### config.mk
export PLATFORM = sky130hd
export DESIGN_NAME = uart_rx_oversample_voter
export DESIGN_NICKNAME = d
export VERILOG_FILES = /design/src/rtl/uart_rx_pkg.sv /design/src/rtl/uart_rx_oversample_voter_sync.sv /design/src/rtl/uart_rx_oversample_voter.sv
export SDC_FILE = /design/constraint.sdc
export NUM_CORES = 1
export LEC_CHECK = 0
export CELL_PAD_IN_SITES_DETAIL_PLACEMENT = 1
export CELL_PAD_IN_SITES_GLOBAL_PLACEMENT = 1
export CORE_ASPECT_RATIO = 2
export CORE_MARGIN = 2
export CORE_UTILIZATION = 42
export DETAILED_ROUTE_END_ITERATION = 12
export PLACE_DENSITY_LB_ADDON = 0.15
export SYNTH_ARGS = -nofsm -noshare
export SYNTH_HDL_FRONTEND = slang
export SYNTH_SLANG_ARGS = --single-unit
export TNS_END_PERCENT = 10
### constraint.sdc
create_clock -name clk -period 6.6 [get_ports clk]
set_clock_uncertainty 0.2 [all_clocks]
set_input_delay 1.98 -clock clk [delete_from_list [all_inputs] [get_ports clk]]
set_output_delay 1.98 -clock clk [all_outputs]
set_load 0.01 [all_outputs]
### src/rtl/uart_rx_pkg.sv
// uart_rx_pkg: shared constants and helpers for the oversampling UART receiver
//   MAX_SAMPLES  widest vote supported by the popcount helper
//   first_tick   first capture tick of a window centred on prescale>>1
//   popcount7    number of ones in a MAX_SAMPLES-wide vector
package uart_rx_pkg;

    localparam int MAX_SAMPLES = 7;

    function automatic logic [31:0] first_tick(input logic [31:0] prescale, input int n);
        return (prescale >> 1) - 32'((n - 1) / 2);
    endfunction

    function automatic logic [2:0] popcount7(input logic [MAX_SAMPLES-1:0] v);
        logic [2:0] c;
        c = '0;
        for (int i = 0; i < MAX_SAMPLES; i++) c = c + 3'(v[i]);
        return c;
    endfunction

endpackage

### src/rtl/uart_rx_oversample_voter_sync.sv
// uart_bit_sync: STAGES-deep synchroniser for the serial line, plain wire when STAGES=0
//   clk, reset  clock and synchronous active-high reset
//   d           asynchronous serial input
//   q           d delayed by STAGES clock cycles
module uart_bit_sync #(
    parameter int STAGES = 2
) (
    input  logic clk,
    input  logic reset,
    input  logic d,
    output logic q
);

    if (STAGES == 0) begin : g_bypass
        assign q = d;
    end else begin : g_sync
        logic [STAGES-1:0] sr;
        always_ff @(posedge clk) sr <= reset ? '0 : STAGES'({sr, d});
        assign q = sr[STAGES-1];
    end

endmodule

### src/rtl/uart_rx_oversample_voter.sv
// uart_rx_oversample_voter: majority vote of NUM_SAMPLES samples centred on the bit midpoint
//   clk, reset    clock and synchronous active-high reset
//   RX_IN         serial line (synchronised internally when SYNC_STAGES>0)
//   prescale      oversampling ratio, edge_count = tick index inside the bit
//   sample_en     sampling window enable from the RX FSM
//   sample_bit    voted bit, held until the next sample_valid
//   sample_valid  one-cycle strobe marking a new vote
//   noise_err     last vote's samples were not unanimous
//   cfg_err       prescale too small to fit the window
module uart_rx_oversample_voter
    import uart_rx_pkg::*;
#(
    parameter int PRESCALE_W  = 6,
    parameter int NUM_SAMPLES = 3,
    parameter int SYNC_STAGES = 2
) (
    input  logic                  clk,
    input  logic                  reset,
    input  logic                  RX_IN,
    input  logic [PRESCALE_W-1:0] prescale,
    input  logic [PRESCALE_W-1:0] edge_count,
    input  logic                  sample_en,
    output logic                  sample_bit,
    output logic                  sample_valid,
    output logic                  noise_err,
    output logic                  cfg_err
);

    localparam int W  = PRESCALE_W + 1;
    localparam int CW = $clog2(NUM_SAMPLES + 1);

    logic                   rx_s;
    logic [W-1:0]           pre, ec, first, last;
    logic [PRESCALE_W-1:0]  prev_ec;
    logic [NUM_SAMPLES-1:0] samples, next_samples;
    logic [CW-1:0]          count;
    logic [2:0]             ones;
    logic                   cfg_bad, in_win, cap, done;

    uart_bit_sync #(.STAGES(SYNC_STAGES)) u_sync (.clk(clk), .reset(reset), .d(RX_IN), .q(rx_s));

    // one extra bit keeps the window end from wrapping at the largest prescale
    assign pre          = W'(prescale);
    assign ec           = W'(edge_count);
    assign first        = W'(first_tick(32'(prescale), NUM_SAMPLES));
    assign last         = first + W'(NUM_SAMPLES - 1);
    assign cfg_bad      = pre < W'(NUM_SAMPLES + 2);
    assign in_win       = ec >= first && ec <= last;
    // a tick held for several cycles only captures on the cycle it changes
    assign cap          = sample_en && !cfg_bad && !cfg_err && in_win && edge_count != prev_ec;
    assign next_samples = NUM_SAMPLES'({samples, rx_s});
    assign done         = cap && ec != first && count == CW'(NUM_SAMPLES - 1);
    assign ones         = popcount7(MAX_SAMPLES'(next_samples));

    always_ff @(posedge clk) begin
        if (reset) begin
            prev_ec      <= '0;
            samples      <= '0;
            count        <= '0;
            cfg_err      <= 1'b0;
            sample_valid <= 1'b0;
            sample_bit   <= 1'b0;
            noise_err    <= 1'b0;
        end else begin
            prev_ec      <= edge_count;
            cfg_err      <= cfg_bad;
            sample_valid <= done;
            if (cap) samples <= next_samples;
            // the first tick restarts the window so a stale partial count never carries over
            if (!sample_en || cfg_bad) count <= '0;
            else if (cap) count <= ec == first ? CW'(1) : count + CW'(1);
            if (done) begin
                sample_bit <= ones > 3'(NUM_SAMPLES / 2);
                noise_err  <= ones != 3'd0 && ones != 3'(NUM_SAMPLES);
            end
        end
    end

endmodule
==> results of run 1 <==
==> state kept, by name, summed over array words and instances (netlist names) <==
signal            cells
cfg_err               1
count                 2
noise_err             1
prev_ec               6
sample_bit            1
sample_valid          1
samples               2
u_sync.g_sync.sr      2
==> placed cells by master, fill, tap and decap left out <==
cell type and instances:
sky130_fd_sc_hd__nor2_1 11, sky130_fd_sc_hd__nor4_1 2, sky130_fd_sc_hd__or3_4 1, sky130_fd_sc_hd__nor3_1 4, sky130_fd_sc_hd__nand2_1 4, sky130_fd_sc_hd__nand3_1 3, sky130_fd_sc_hd__nor2b_1 8, sky130_fd_sc_hd__a21oi_1 4
sky130_fd_sc_hd__a211oi_1 2, sky130_fd_sc_hd__ha_1 15, sky130_fd_sc_hd__o221a_2 1, sky130_fd_sc_hd__o211ai_1 1, sky130_fd_sc_hd__clkdlybuf4s50_1 19, sky130_fd_sc_hd__xor2_1 11, sky130_fd_sc_hd__nor3b_1 1, sky130_fd_sc_hd__xnor2_1 1
sky130_fd_sc_hd__a31oi_1 2, sky130_fd_sc_hd__or3_1 1, sky130_fd_sc_hd__xnor3_1 1, sky130_fd_sc_hd__fa_1 1, sky130_fd_sc_hd__inv_1 10, sky130_fd_sc_hd__o21a_1 1, sky130_fd_sc_hd__or4_1 1, sky130_fd_sc_hd__and4b_1 1
sky130_fd_sc_hd__nand4_1 3, sky130_fd_sc_hd__dfxtp_1 16, sky130_fd_sc_hd__o221ai_2 1, sky130_fd_sc_hd__nand2_2 1, sky130_fd_sc_hd__mux2_2 1, sky130_fd_sc_hd__clkbuf_8 4, sky130_fd_sc_hd__nand3b_1 1, sky130_fd_sc_hd__nand2b_1 4
sky130_fd_sc_hd__a21boi_0 1, sky130_fd_sc_hd__o22a_1 1, sky130_fd_sc_hd__o31ai_1 1, sky130_fd_sc_hd__nand4b_1 1, sky130_fd_sc_hd__o21ai_0 2, sky130_fd_sc_hd__mux2i_1 3
==> worst max-delay path by stage <==
| stage | to | depth (start not counted) | slack (ns) | from |
|---|---|---|---|---|
| after floorplan | sample_bit | 13 | 2.03 | prescale[1] |
| after global placement | count[1] | 14 | 1.17 | prescale[1] |
| after detailed placement | count[0] | 14 | 0.98 | prescale[1] |
| after CTS | count[0] | 14 | 1.23 | prescale[1] |
| after global routing | samples[0] | 15 | 0.96 | prescale[1] |
| final | count[0] | 14 | 1.32 | prescale[1] |
==> cells by family (layout without fill, tap and decap cells) <==
kind of cell	Yosys count	after routing	synth area share
AOI/OAI and AO/OA	17	17	0.109
xor gates and xnor gates	13	13	0.113
adders and majority gates	16	16	0.184
buffers and inverters	12	33	0.0410
DFF	16	16	0.284
muxes	4	4	0.0366
and+or+nand+nor	47	47	0.233
==> critical path, cell delays in order <==
cell and delay [ns]:
sky130_fd_sc_hd__clkdlybuf4s50_1 0.48, sky130_fd_sc_hd__inv_1 0.12, sky130_fd_sc_hd__ha_1 0.22, sky130_fd_sc_hd__nor3b_1 0.39
sky130_fd_sc_hd__xor2_1 0.32, sky130_fd_sc_hd__nand2_1 0.10, sky130_fd_sc_hd__nor2_1 0.12, sky130_fd_sc_hd__xor2_1 0.17
sky130_fd_sc_hd__ha_1 0.27, sky130_fd_sc_hd__o22a_1 0.23, sky130_fd_sc_hd__o221ai_2 0.08, sky130_fd_sc_hd__nand2_2 0.12
sky130_fd_sc_hd__a21oi_1 0.41, sky130_fd_sc_hd__o221a_2 0.26
==> per-layer routing <==
layer | track usage | part of all wire | up-vias
met2 | 0.359 | 0.60 | 21
li1 | - | - | 481
met1 | 0.195 | 0.34 | 445
met5 | 0 | 0 | -
met3 | 0.0173 | 0.021 | 8
met4 | 0.123 | 0.038 | 0
==> power by group through the flow <==
stage                     Combinational (W)  Sequential (W)  Clock (W)
after detailed placement          0.0000680        0.000103          0
after global routing              0.0000762        0.000101  0.0000936
after global placement            0.0000644        0.000103          0
after floorplan                   0.0000428        0.000103          0
final                             0.0000680        0.000101  0.0000863
after CTS                         0.0000689        0.000101  0.0000894
==> final cells by class <==
type / instances / area, um2
fill: 311 / 1170
multi-input combinational: 97 / 762
sequential: 16 / 320
timing repair buffer: 19 / 190
clock buffer: 4 / 55.1
inverter: 10 / 37.5
tap: 28 / 35.0
==> synthesized netlist by cell type (2+ instances only) <==
library cell	count
sky130_fd_sc_hd__nor3_1	4
sky130_fd_sc_hd__xor2_1	11
sky130_fd_sc_hd__nor4_1	2
sky130_fd_sc_hd__a21oi_1	4
sky130_fd_sc_hd__ha_1	15
sky130_fd_sc_hd__mux2i_1	3
sky130_fd_sc_hd__inv_1	10
sky130_fd_sc_hd__nand2_1	4
sky130_fd_sc_hd__a211oi_1	2
sky130_fd_sc_hd__o21ai_0	2
sky130_fd_sc_hd__nand4_1	3
sky130_fd_sc_hd__nor2b_1	8
sky130_fd_sc_hd__dfxtp_1	16
sky130_fd_sc_hd__a31oi_1	2
sky130_fd_sc_hd__nor2_1	11
sky130_fd_sc_hd__nand3_1	3
sky130_fd_sc_hd__nand2b_1	4
==> stage by stage <==
stage | std cells | util | hold slack [ns]
6_report | 174 | 0.545 | 0.251
5_1_grt | 174 | 0.545 | 0.284
4_1_cts | 174 | 0.545 | 0.260
3_5_place_dp | 170 | 0.523 | 0.243
3_3_place_gp | 170 | 0.523 | 0.232
2_1_floorplan | 125 | - | 0.214
==> impl_metrics.sql, run 1 <==
INSERT INTO impl_metrics (metric_group, metric, value, unit) VALUES
('floorplanning', 'floorplan.die_area', '0.00314', 'mm2'),
('sta', 'timing.final.crit_period', '5.28', 'ns'),
('cts', 'clkSlewWorstSetupHoldPaths', '0.06', 'ns'),
('detailed_routing', 'routed-via-count', '955', ''),
('global_routing', 'grt_pass1_wl', '4380', 'um'),
('power', 'comb_power_share', '0.266', ''),
('finish', 'area_delta_synth_final', '24.1', '%'),
('worst_hold_path', 'min_path_type', 'register to register', ''),
('synth', 'syn_nets', '157', ''),
('setup_path', 'setup.worst_path.class', 'primary input to register', ''),
('power', 'power', '0.000256', 'W'),
('place', 'port_buffers', '19', ''),
('run', 'number_of_maximum_capacitance_constraint_violations', '0', ''),
('synth', 'synth.distinct_cells', '38', ''),
('worst_hold_path', 'holdPathEnd', 'u_sync.g_sync.sr[1]', ''),
('cts', 'cts.root.buffer_cell', 'sky130_fd_sc_hd__clkbuf_8', ''),
('power', 'power-per-cell-area', '183', 'mW/mm2'),
('cts', 'clock-sinks', '16', ''),
('finish', 'fraction_of_layout_cells_with_a_size_suffix_above_1', '0.0616', ''),
('detailed_routing', 'drt_drc_violations_left', '0', ''),
('sta', 'maxClockFrequency', '0.189', 'GHz'),
('power', 'power.ir.vdd_worst', '0.0953', 'mV'),
('finish', 'num_antenna_cells', '0', ''),
('floorplanning', 'floorplan.rows', '26', ''),
('sta', 'timing_max_transition_violations_final', '0', ''),
('synth', 'syn-cell-area', '0.00113', 'mm2'),
('place', 'placed_cell_area', '0.00135', 'mm2'),
('synth', 'synth.top_cell.area_share', '0.284', ''),
('setup_path', 'timing.critical_path.from_type', 'primary input', ''),
('floorplanning', 'start_util', '0.439', ''),
('synth', 'avgSynthCellArea', '9.03', 'um2'),
('setup_path', 'register_to_register_setup_slack', '4.58', 'ns'),
('sta', 'final_hold_violating_endpoints', '0', ''),
('setup_path', 'critPathCaptureType', 'register', ''),
('sta', 'tns', '0', 'ns'),
('global_routing', 'via_count_of_the_first_global_routing_pass', '1040', ''),
('synth', 'synth_flop_cell', 'sky130_fd_sc_hd__dfxtp_1', ''),
('cts', 'clk_path_buf_depth', '2', ''),
('worst_hold_path', 'hp-start', 'u_sync.g_sync.sr[0]', ''),
('sta', 'worst_pin_slew', '0.562', 'ns'),
('cts', 'worstSkewPairLatency', '0.25', 'ns'),
('cts', 'postCtsSetupBuffers', '0', ''),
('sta', 'finalCritPeriodShare', '0.801', ''),
('global_routing', 'globalRoute.totalOverflow', '0', ''),
('power', 'power_switching_share', '0.277', ''),
('setup_path', 'worstPathArrival', '5.28', 'ns'),
('detailed_routing', 'detailedRoute.firstPassIterationCount', '4', ''),
('detailed_routing', 'finalWirelength', '2710', 'um'),
('cts', 'holdBufCountCts', '0', ''),
('cts', 'tritoncts', 'done', ''),
('global_routing', 'grt_use_total', '0.201', ''),
('synth', 'synth_seq_area_share', '0.284', ''),
('power', 'share_clk_of_total_power', '0.338', ''),
('floorplanning', 'floorplan_core_area', '0.00257', 'mm2'),
('sta', 'slew-limit-headroom', '0.624', ''),
('outcome', 'outcome', 'finished, final reports clean', ''),
('detailed_routing', 'antenna_left', '0', ''),
('global_routing', 'antenna_violations_before_repair', '0', ''),
('setup_path', 'timing.critical_path.required', '6.60', 'ns'),
('synth', 'synth_top_cells_by_area', 'sky130_fd_sc_hd__dfxtp_1 28%, sky130_fd_sc_hd__ha_1 17%, sky130_fd_sc_hd__xor2_1 8.5%', ''),
('synth', 'async_reset_ff_frac', '0', ''),
('global_routing', 'pin_count_of_the_biggest_net_entering_global_routing', '18', ''),
('floorplanning', 'die_height', '77.3', 'um'),
('cts', 'tritoncts.num_buffers', '3', ''),
('setup_path', 'timing.critical_path.fanout_max', '5', ''),
('sta', 'postLayoutSetupSlackWorst', '1.32', 'ns'),
('synth', 'yosysWarnings', '0', ''),
('synth', 'netlist_instances', '125', ''),
('power', 'power.switching', '0.0000709', 'W'),
('sta', 'rsz0062_at_grt', 'false', ''),
('setup_path', 'critical_path.reg2reg.endpoint', 'count[0]', '');
(Power assumes the default switching activity.)
==> inputs of run 2 (changes only) <==
- CORE_UTILIZATION: 42 -> 39
- clock period: 6.6 -> 4.9 ns (I/O delays scaled with it)
==> run 2 against run 1 <==
Non-clock buffer count rose by 6. Core utilization shrank 2.1 points. Clock-buffer cell count is the same. Die area is 7.1% higher. Cell count rose by 4.0%. Wire length is 7.5% higher. Flip-flop and latch count stayed put. Sequential power is 35% higher. Critical path type unchanged. Critical endpoint is now sample_bit.
==> impl_metrics.sql, run 2 (same netlist as run 1, synthesis figures left out) <==
INSERT INTO impl_metrics (metric_group, metric, value, unit) VALUES
('cts', 'cts_max_level', '1', ''),
('floorplanning', 'die_height', '80.1', 'um'),
('sta', 'postLayoutSetupSlackWorst', '0.370', 'ns'),
('setup_path', 'worstPathArrival', '4.50', 'ns'),
('setup_path', 'timing.critical_path.required', '4.87', 'ns'),
('detailed_routing', 'routed_wire_length_per_instance', '16.1', 'um'),
('power', 'power.ir.vdd_worst', '0.0926', 'mV'),
('detailed_routing', 'vias_per_cell', '5.50', ''),
('finish', 'layout.cell_area.non_filler', '0.00145', 'mm2'),
('power', 'leak_pwr', '0.609', 'nW'),
('detailed_routing', 'drt_drc_violations_left', '0', ''),
('setup_path', 'worst_path_most_repeated_cell', 'sky130_fd_sc_hd__ha_1', ''),
('sta', 'timing.final.crit_period', '4.53', 'ns'),
('place', 'post-place-ws', '-0.0147', 'ns'),
('setup_path', 'setup.worst_path.class', 'primary input to register', ''),
('cts', 'clk_path_buf_depth', '2', ''),
('setup_path', 'cpPeakStageDelay', '0.48', 'ns'),
('cts', 'worstSkewPairLatency', '0.25', 'ns'),
('global_routing', 'grt_use_total', '0.200', ''),
('setup_path', 'critPathSlowestCell', 'sky130_fd_sc_hd__or4_1', ''),
('floorplanning', 'floorplan_core_area', '0.00277', 'mm2'),
('floorplanning', 'floorplan.die_area', '0.00337', 'mm2'),
('finish', 'largest-register', 'prev_ec', ''),
('floorplanning', 'pin_count', '20', ''),
('global_routing', 'pin_count_of_the_biggest_net_entering_global_routing', '18', ''),
('finish', 'most-common-layout-cells', '19 x sky130_fd_sc_hd__clkdlybuf4s50_1, 16 x sky130_fd_sc_hd__dfxtp_1, 15 x sky130_fd_sc_hd__ha_1', ''),
('detailed_routing', 'detailedRoute.firstPassIterationCount', '4', ''),
('setup_path', 'timing.critical_path.from_type', 'primary input', ''),
('cts', 'tritoncts.num_buffers', '3', ''),
('global_routing', 'globalRoute.totalOverflow', '0', ''),
('finish', 'most_frequent_standard_cell_in_the_layout_excluding_fill_and_tap_cells', 'sky130_fd_sc_hd__clkdlybuf4s50_1', ''),
('finish', 'nFillCells', '341', ''),
('finish', 'finalNetCount', '185', ''),
('detailed_routing', 'finalWirelength', '2910', 'um'),
('finish', 'sequential_cell_area', '320', 'um2'),
('sta', 'finalHoldWorstSlack', '0.264', 'ns'),
('global_routing', 'via_count_of_the_first_global_routing_pass', '1137', ''),
('setup_path', 'critPathCaptureType', 'register', ''),
('sta', 'finalCritPeriodShare', '0.925', ''),
('finish', 'area_delta_synth_final', '28.6', '%'),
('detailed_routing', 'antenna_left', '0', ''),
('sta', 'final_hold_violating_endpoints', '0', ''),
('floorplanning', 'start_util', '0.407', ''),
('cts', 'cts.root.buffer_cell', 'sky130_fd_sc_hd__clkbuf_8', ''),
('place', 'detailed_placement_hpwl', '2540', 'um'),
('finish', 'largest_register_ffs', '6', ''),
('floorplanning', 'die_x', '42.0', 'um'),
('run', 'number_of_maximum_capacitance_constraint_violations', '0', ''),
('finish', 'multi_input_area', '767', 'um2'),
('sta', 'rsz0062_at_grt', 'false', ''),
('detailed_routing', 'dr.first_iter.drc_count', '15', ''),
('sta', 'slew-limit-headroom', '0.599', ''),
('finish', 'fraction_of_layout_cells_with_a_size_suffix_above_1', '0.105', ''),
('sta', 'maxClockFrequency', '0.221', 'GHz'),
('cts', 'tritoncts', 'done', ''),
('detailed_routing', 'routed-via-count', '995', ''),
('floorplanning', 'floorplan.rows', '27', ''),
('sta', 'timing_max_transition_violations_final', '0', ''),
('finish', 'num_antenna_cells', '0', ''),
('cts', 'clkSlewWorstSetupHoldPaths', '0.06', 'ns'),
('setup_path', 'worstPathCellList', 'clkdlybuf4s50_1 > inv_1 > ha_1 > inv_1 > ha_1 > xor2_1 > ha_1 > a21oi_1 > a21boi_0 > buf_4 > o221ai_2 > nand2_2 > or4_1 > a21oi_1', ''),
('outcome', 'outcome', 'finished, final reports clean', ''),
('finish', 'final_core_utilization', '0.524', ''),
('sta', 'finalSetupViolCount', '0', ''),
('place', 'port_buffers', '19', ''),
('setup_path', 'timing.critical_path.fanout_max', '5', ''),
('power', 'power-per-cell-area', '243', 'mW/mm2'),
('place', 'globalplace.congestion', '0.814', ''),
('cts', 'clock-sinks', '16', ''),
('global_routing', 'grt_pass1_wl', '5080', 'um'),
('worst_hold_path', 'min_path_type', 'register to register', ''),
('place', 'placed_cell_area', '0.00139', 'mm2'),
('global_routing', 'antenna_violations_before_repair', '0', ''),
('sta', 'worst_pin_slew', '0.600', 'ns');
-- run 2: metrics by stage --
step | instances | TNS [ns] | power (W)
after detailed placement | 177 | -0.0147 | 0.000239
after floorplan | 125 | 0 | 0.000196
after global placement | 177 | 0 | 0.000234
after CTS | 181 | 0 | 0.000356
final | 181 | 0 | 0.000352
after global routing | 181 | 0 | 0.000369
-- run 2: worst paths after layout --
check / startpoint / end / slack, ns / cells past startpoint
min: u_sync.g_sync.sr[0] / u_sync.g_sync.sr[1] / 0.26 / 1
max reg2reg: prev_ec[4] / count[0] / 2.75 / 7
min reg2reg: u_sync.g_sync.sr[0] / u_sync.g_sync.sr[1] / 0.26 / 1
max: prescale[1] / sample_bit / 0.37 / 14
-- run 2: where the power goes --
part,internal [W],switching [W]
Sequential,0.000134,0.00000211
Combinational,0.0000487,0.0000502
Clock,0.0000713,0.0000457
-- run 2: area by class of cell --
cell class,instances,area share
flip-flops and latches,16,0.221
repair buffers,25,0.162
well taps,29,0.0250
inverters,10,0.0259
multi-input cells,97,0.528
clock buffers,4,0.0379
-- run 2: worst max-delay path: cells and delay by family --
family          cells  cell delay, ns
fa+ha+maj           3            0.89
buf+inv             4            0.76
compound gates      4            0.61
simple gates        2            0.60
xor+xnor            1            0.17
-- run 2: repair_timing --
item | CTS | global route
endpoints found under the setup margin | 0 | 2
hold buffers | 0 | 0
gates resized for setup | 0 | 1
setup buffers | 0 | 0
-- run 2: routing by layer --
metal / routed length [um] / vias to the layer above / GRT usage
met2: 1810 / 22 / 0.427
met5: 0 / - / 0
li1: - / 492 / -
met3: 88 / 10 / 0.0225
met1: 906 / 471 / 0.171
met4: 109 / 0 / 0.0969
==> inputs of run 3 (changes only) <==
- GPL_ROUTABILITY_DRIVEN: default -> 0
==> run 3 against run 2 <==
Cell count unchanged. Combinational power barely moved. Sequential share of layout area unchanged.
==> impl_metrics.sql, run 3 (same netlist as run 1, synthesis figures left out) <==
INSERT INTO impl_metrics (metric_group, metric, value, unit) VALUES
('detailed_routing', 'detailedRoute.firstPassIterationCount', '4', ''),
('finish', 'area_delta_synth_final', '28.6', '%'),
('setup_path', 'worst_setup_path_endpoint', 'sample_bit', ''),
('detailed_routing', 'drt_drc_violations_left', '0', ''),
('detailed_routing', 'routed_wire_length_per_instance', '16.0', 'um'),
('floorplanning', 'floorplan_core_area', '0.00277', 'mm2'),
('worst_hold_path', 'min_path_type', 'register to register', ''),
('sta', 'finalHoldWorstSlack', '0.249', 'ns'),
('sta', 'timing.final.crit_period', '4.59', 'ns'),
('global_routing', 'grt_use_total', '0.187', ''),
('floorplanning', 'start_util', '0.407', ''),
('finish', 'largest-register', 'prev_ec', ''),
('cts', 'holdBufCountCts', '0', ''),
('place', 'port_buffers', '19', ''),
('cts', 'clk_path_buf_depth', '2', ''),
('cts', 'tritoncts', 'done', ''),
('floorplanning', 'floorplan.die_area', '0.00337', 'mm2'),
('global_routing', 'via_count_of_the_first_global_routing_pass', '1060', ''),
('floorplanning', 'pin_count', '20', ''),
('sta', 'slew-limit-headroom', '0.599', ''),
('setup_path', 'timing.critical_path.fanout_max', '5', ''),
('power', 'leak_pwr', '0.609', 'nW'),
('place', 'dp_cell_count', '177', ''),
('finish', 'nFillCells', '331', ''),
('finish', 'final_core_utilization', '0.524', ''),
('cts', 'tritoncts.num_buffers', '3', ''),
('setup_path', 'worstPathCellList', 'clkdlybuf4s50_1 > inv_1 > ha_1 > nor3b_2 > xor2_1 > nand2_1 > nor2_1 > xor2_1 > ha_1 > o22a_1 > o221ai_2 > nand2_2 > or4_1 > a21oi_1', ''),
('sta', 'worst_pin_slew', '0.600', 'ns'),
('sta', 'timing_max_transition_violations_final', '0', ''),
('setup_path', 'timing.critical_path.from_type', 'primary input', ''),
('finish', 'num_antenna_cells', '0', ''),
('place', 'detailed_placement_hpwl', '2420', 'um'),
('finish', 'layout.cells.non_filler', '181', ''),
('power', 'power-per-cell-area', '244', 'mW/mm2'),
('sta', 'finalSetupViolCount', '0', ''),
('setup_path', 'reg2regPathDepth', '7', ''),
('setup_path', 'register_to_register_setup_slack', '2.78', 'ns'),
('cts', 'cts_max_level', '1', ''),
('global_routing', 'globalRoute.totalOverflow', '0', ''),
('setup_path', 'critical_path.reg2reg.endpoint', 'count[0]', ''),
('outcome', 'outcome', 'finished, final reports clean', ''),
('setup_path', 'critPathSlowestCell', 'sky130_fd_sc_hd__or4_1', ''),
('detailed_routing', 'vias_per_cell', '5.43', ''),
('sta', 'final_hold_violating_endpoints', '0', ''),
('finish', 'layout.cell_area.non_filler', '0.00145', 'mm2'),
('detailed_routing', 'antenna_left', '0', ''),
('worst_hold_path', 'hp-start', 'u_sync.g_sync.sr[0]', ''),
('setup_path', 'critPathLaunch', 'prescale[1]', ''),
('floorplanning', 'floorplan.rows', '27', ''),
('floorplanning', 'die_x', '42.0', 'um'),
('finish', 'fraction_of_layout_cells_with_a_size_suffix_above_1', '0.105', ''),
('sta', 'rsz0062_at_grt', 'false', ''),
('setup_path', 'worstPathArrival', '4.56', 'ns'),
('place', 'placed_cell_area', '0.00139', 'mm2'),
('setup_path', 'setup.worst_path.class', 'primary input to register', ''),
('sta', 'tns', '0', 'ns'),
('sta', 'finalCritPeriodShare', '0.936', ''),
('sta', 'maxClockFrequency', '0.218', 'GHz'),
('global_routing', 'grt_pass1_wl', '4780', 'um'),
('setup_path', 'cpPeakStageDelay', '0.49', 'ns'),
('detailed_routing', 'dr.first_iter.drc_count', '16', ''),
('finish', 'most-common-layout-cells', '19 x sky130_fd_sc_hd__clkdlybuf4s50_1, 16 x sky130_fd_sc_hd__dfxtp_1, 15 x sky130_fd_sc_hd__ha_1', ''),
('cts', 'clkSlewWorstSetupHoldPaths', '0.06', 'ns'),
('finish', 'finalNetCount', '185', ''),
('global_routing', 'pin_count_of_the_biggest_net_entering_global_routing', '18', ''),
('cts', 'clock-sinks', '16', ''),
('finish', 'largest_register_ffs', '6', ''),
('setup_path', 'r2r-start', 'prev_ec[4]', ''),
('cts', 'worstSkewPairLatency', '0.25', 'ns'),
('finish', 'multi_input_area', '767', 'um2'),
('cts', 'cts.root.buffer_cell', 'sky130_fd_sc_hd__clkbuf_8', ''),
('setup_path', 'critPathCaptureType', 'register', ''),
('setup_path', 'timing.critical_path.required', '4.87', 'ns'),
('detailed_routing', 'routed-via-count', '983', ''),
('power', 'power.ir.vdd_worst', '0.109', 'mV'),
('finish', 'sequential_cell_area', '320', 'um2'),
('run', 'number_of_maximum_capacitance_constraint_violations', '0', ''),
('floorplanning', 'die_height', '80.1', 'um'),
('global_routing', 'antenna_violations_before_repair', '0', ''),
('detailed_routing', 'finalWirelength', '2890', 'um'),
('finish', 'most_frequent_standard_cell_in_the_layout_excluding_fill_and_tap_cells', 'sky130_fd_sc_hd__clkdlybuf4s50_1', '');
==> run 3: worst min path at each step <==
stage,to,slack (ns),cells after the start
floorplan,u_sync.g_sync.sr[1],0.21,1
global placement,u_sync.g_sync.sr[1],0.23,1
detailed placement,u_sync.g_sync.sr[1],0.24,1
CTS,u_sync.g_sync.sr[1],0.26,1
global route,u_sync.g_sync.sr[1],0.29,1
finish,u_sync.g_sync.sr[1],0.25,1
==> run 3: per-layer routing <==
metal / vias up / global-route usage / routed length [um] / share of wire
met5: - / 0 / 0 / 0
met4: 0 / 0.0563 / 32 / 0.011
met3: 4 / 0.0225 / 57 / 0.020
met2: 14 / 0.403 / 1840 / 0.64
met1: 472 / 0.169 / 960 / 0.33
li1: 493 / - / - / -
==> run 3: where the power goes <==
part / internal, W / leakage (nW) / switching, W
Sequential: 0.000134 / 0.131 / 0.00000194
Combinational: 0.0000490 / 0.449 / 0.0000515
Clock: 0.0000713 / 0.0288 / 0.0000462
Total: 0.000254 / 0.609 / 0.0000996
==> run 3: cell type report <==
class                   count  share of cell area
flip-flops and latches     16               0.221
multi-input cells          97               0.528
well taps                  29              0.0250
repair buffers             25               0.162
inverters                  10              0.0259
clock buffers               4              0.0379
==> run 3: critical path, delay by kind of cell <==
kind                     cells  cell delay, ns
buffers and inverters        2            0.51
XOR/XNOR                     2            0.48
AO/OA/AOI/OAI                3            0.46
adder cells (fa/ha/maj)      2            0.50
AND/OR/NAND/NOR              5            1.13
==> run 3: timing repair <==
action | 4_1_cts | 5_1_grt
endpoints found under the setup margin | 0 | 2
resized for setup | 0 | 1
setup buffers | 0 | 0
endpoints found under the hold margin | 0 | 0
==> run 3: per-stage QoR <==
step	total power [W]	worst slack (ns)
2_1_floorplan	0.000196	0.841
3_3_place_gp	0.000235	0.0881
3_5_place_dp	0.000239	-0.00962
4_1_cts	0.000358	0.198
5_1_grt	0.000376	0.0162
6_report	0.000354	0.313
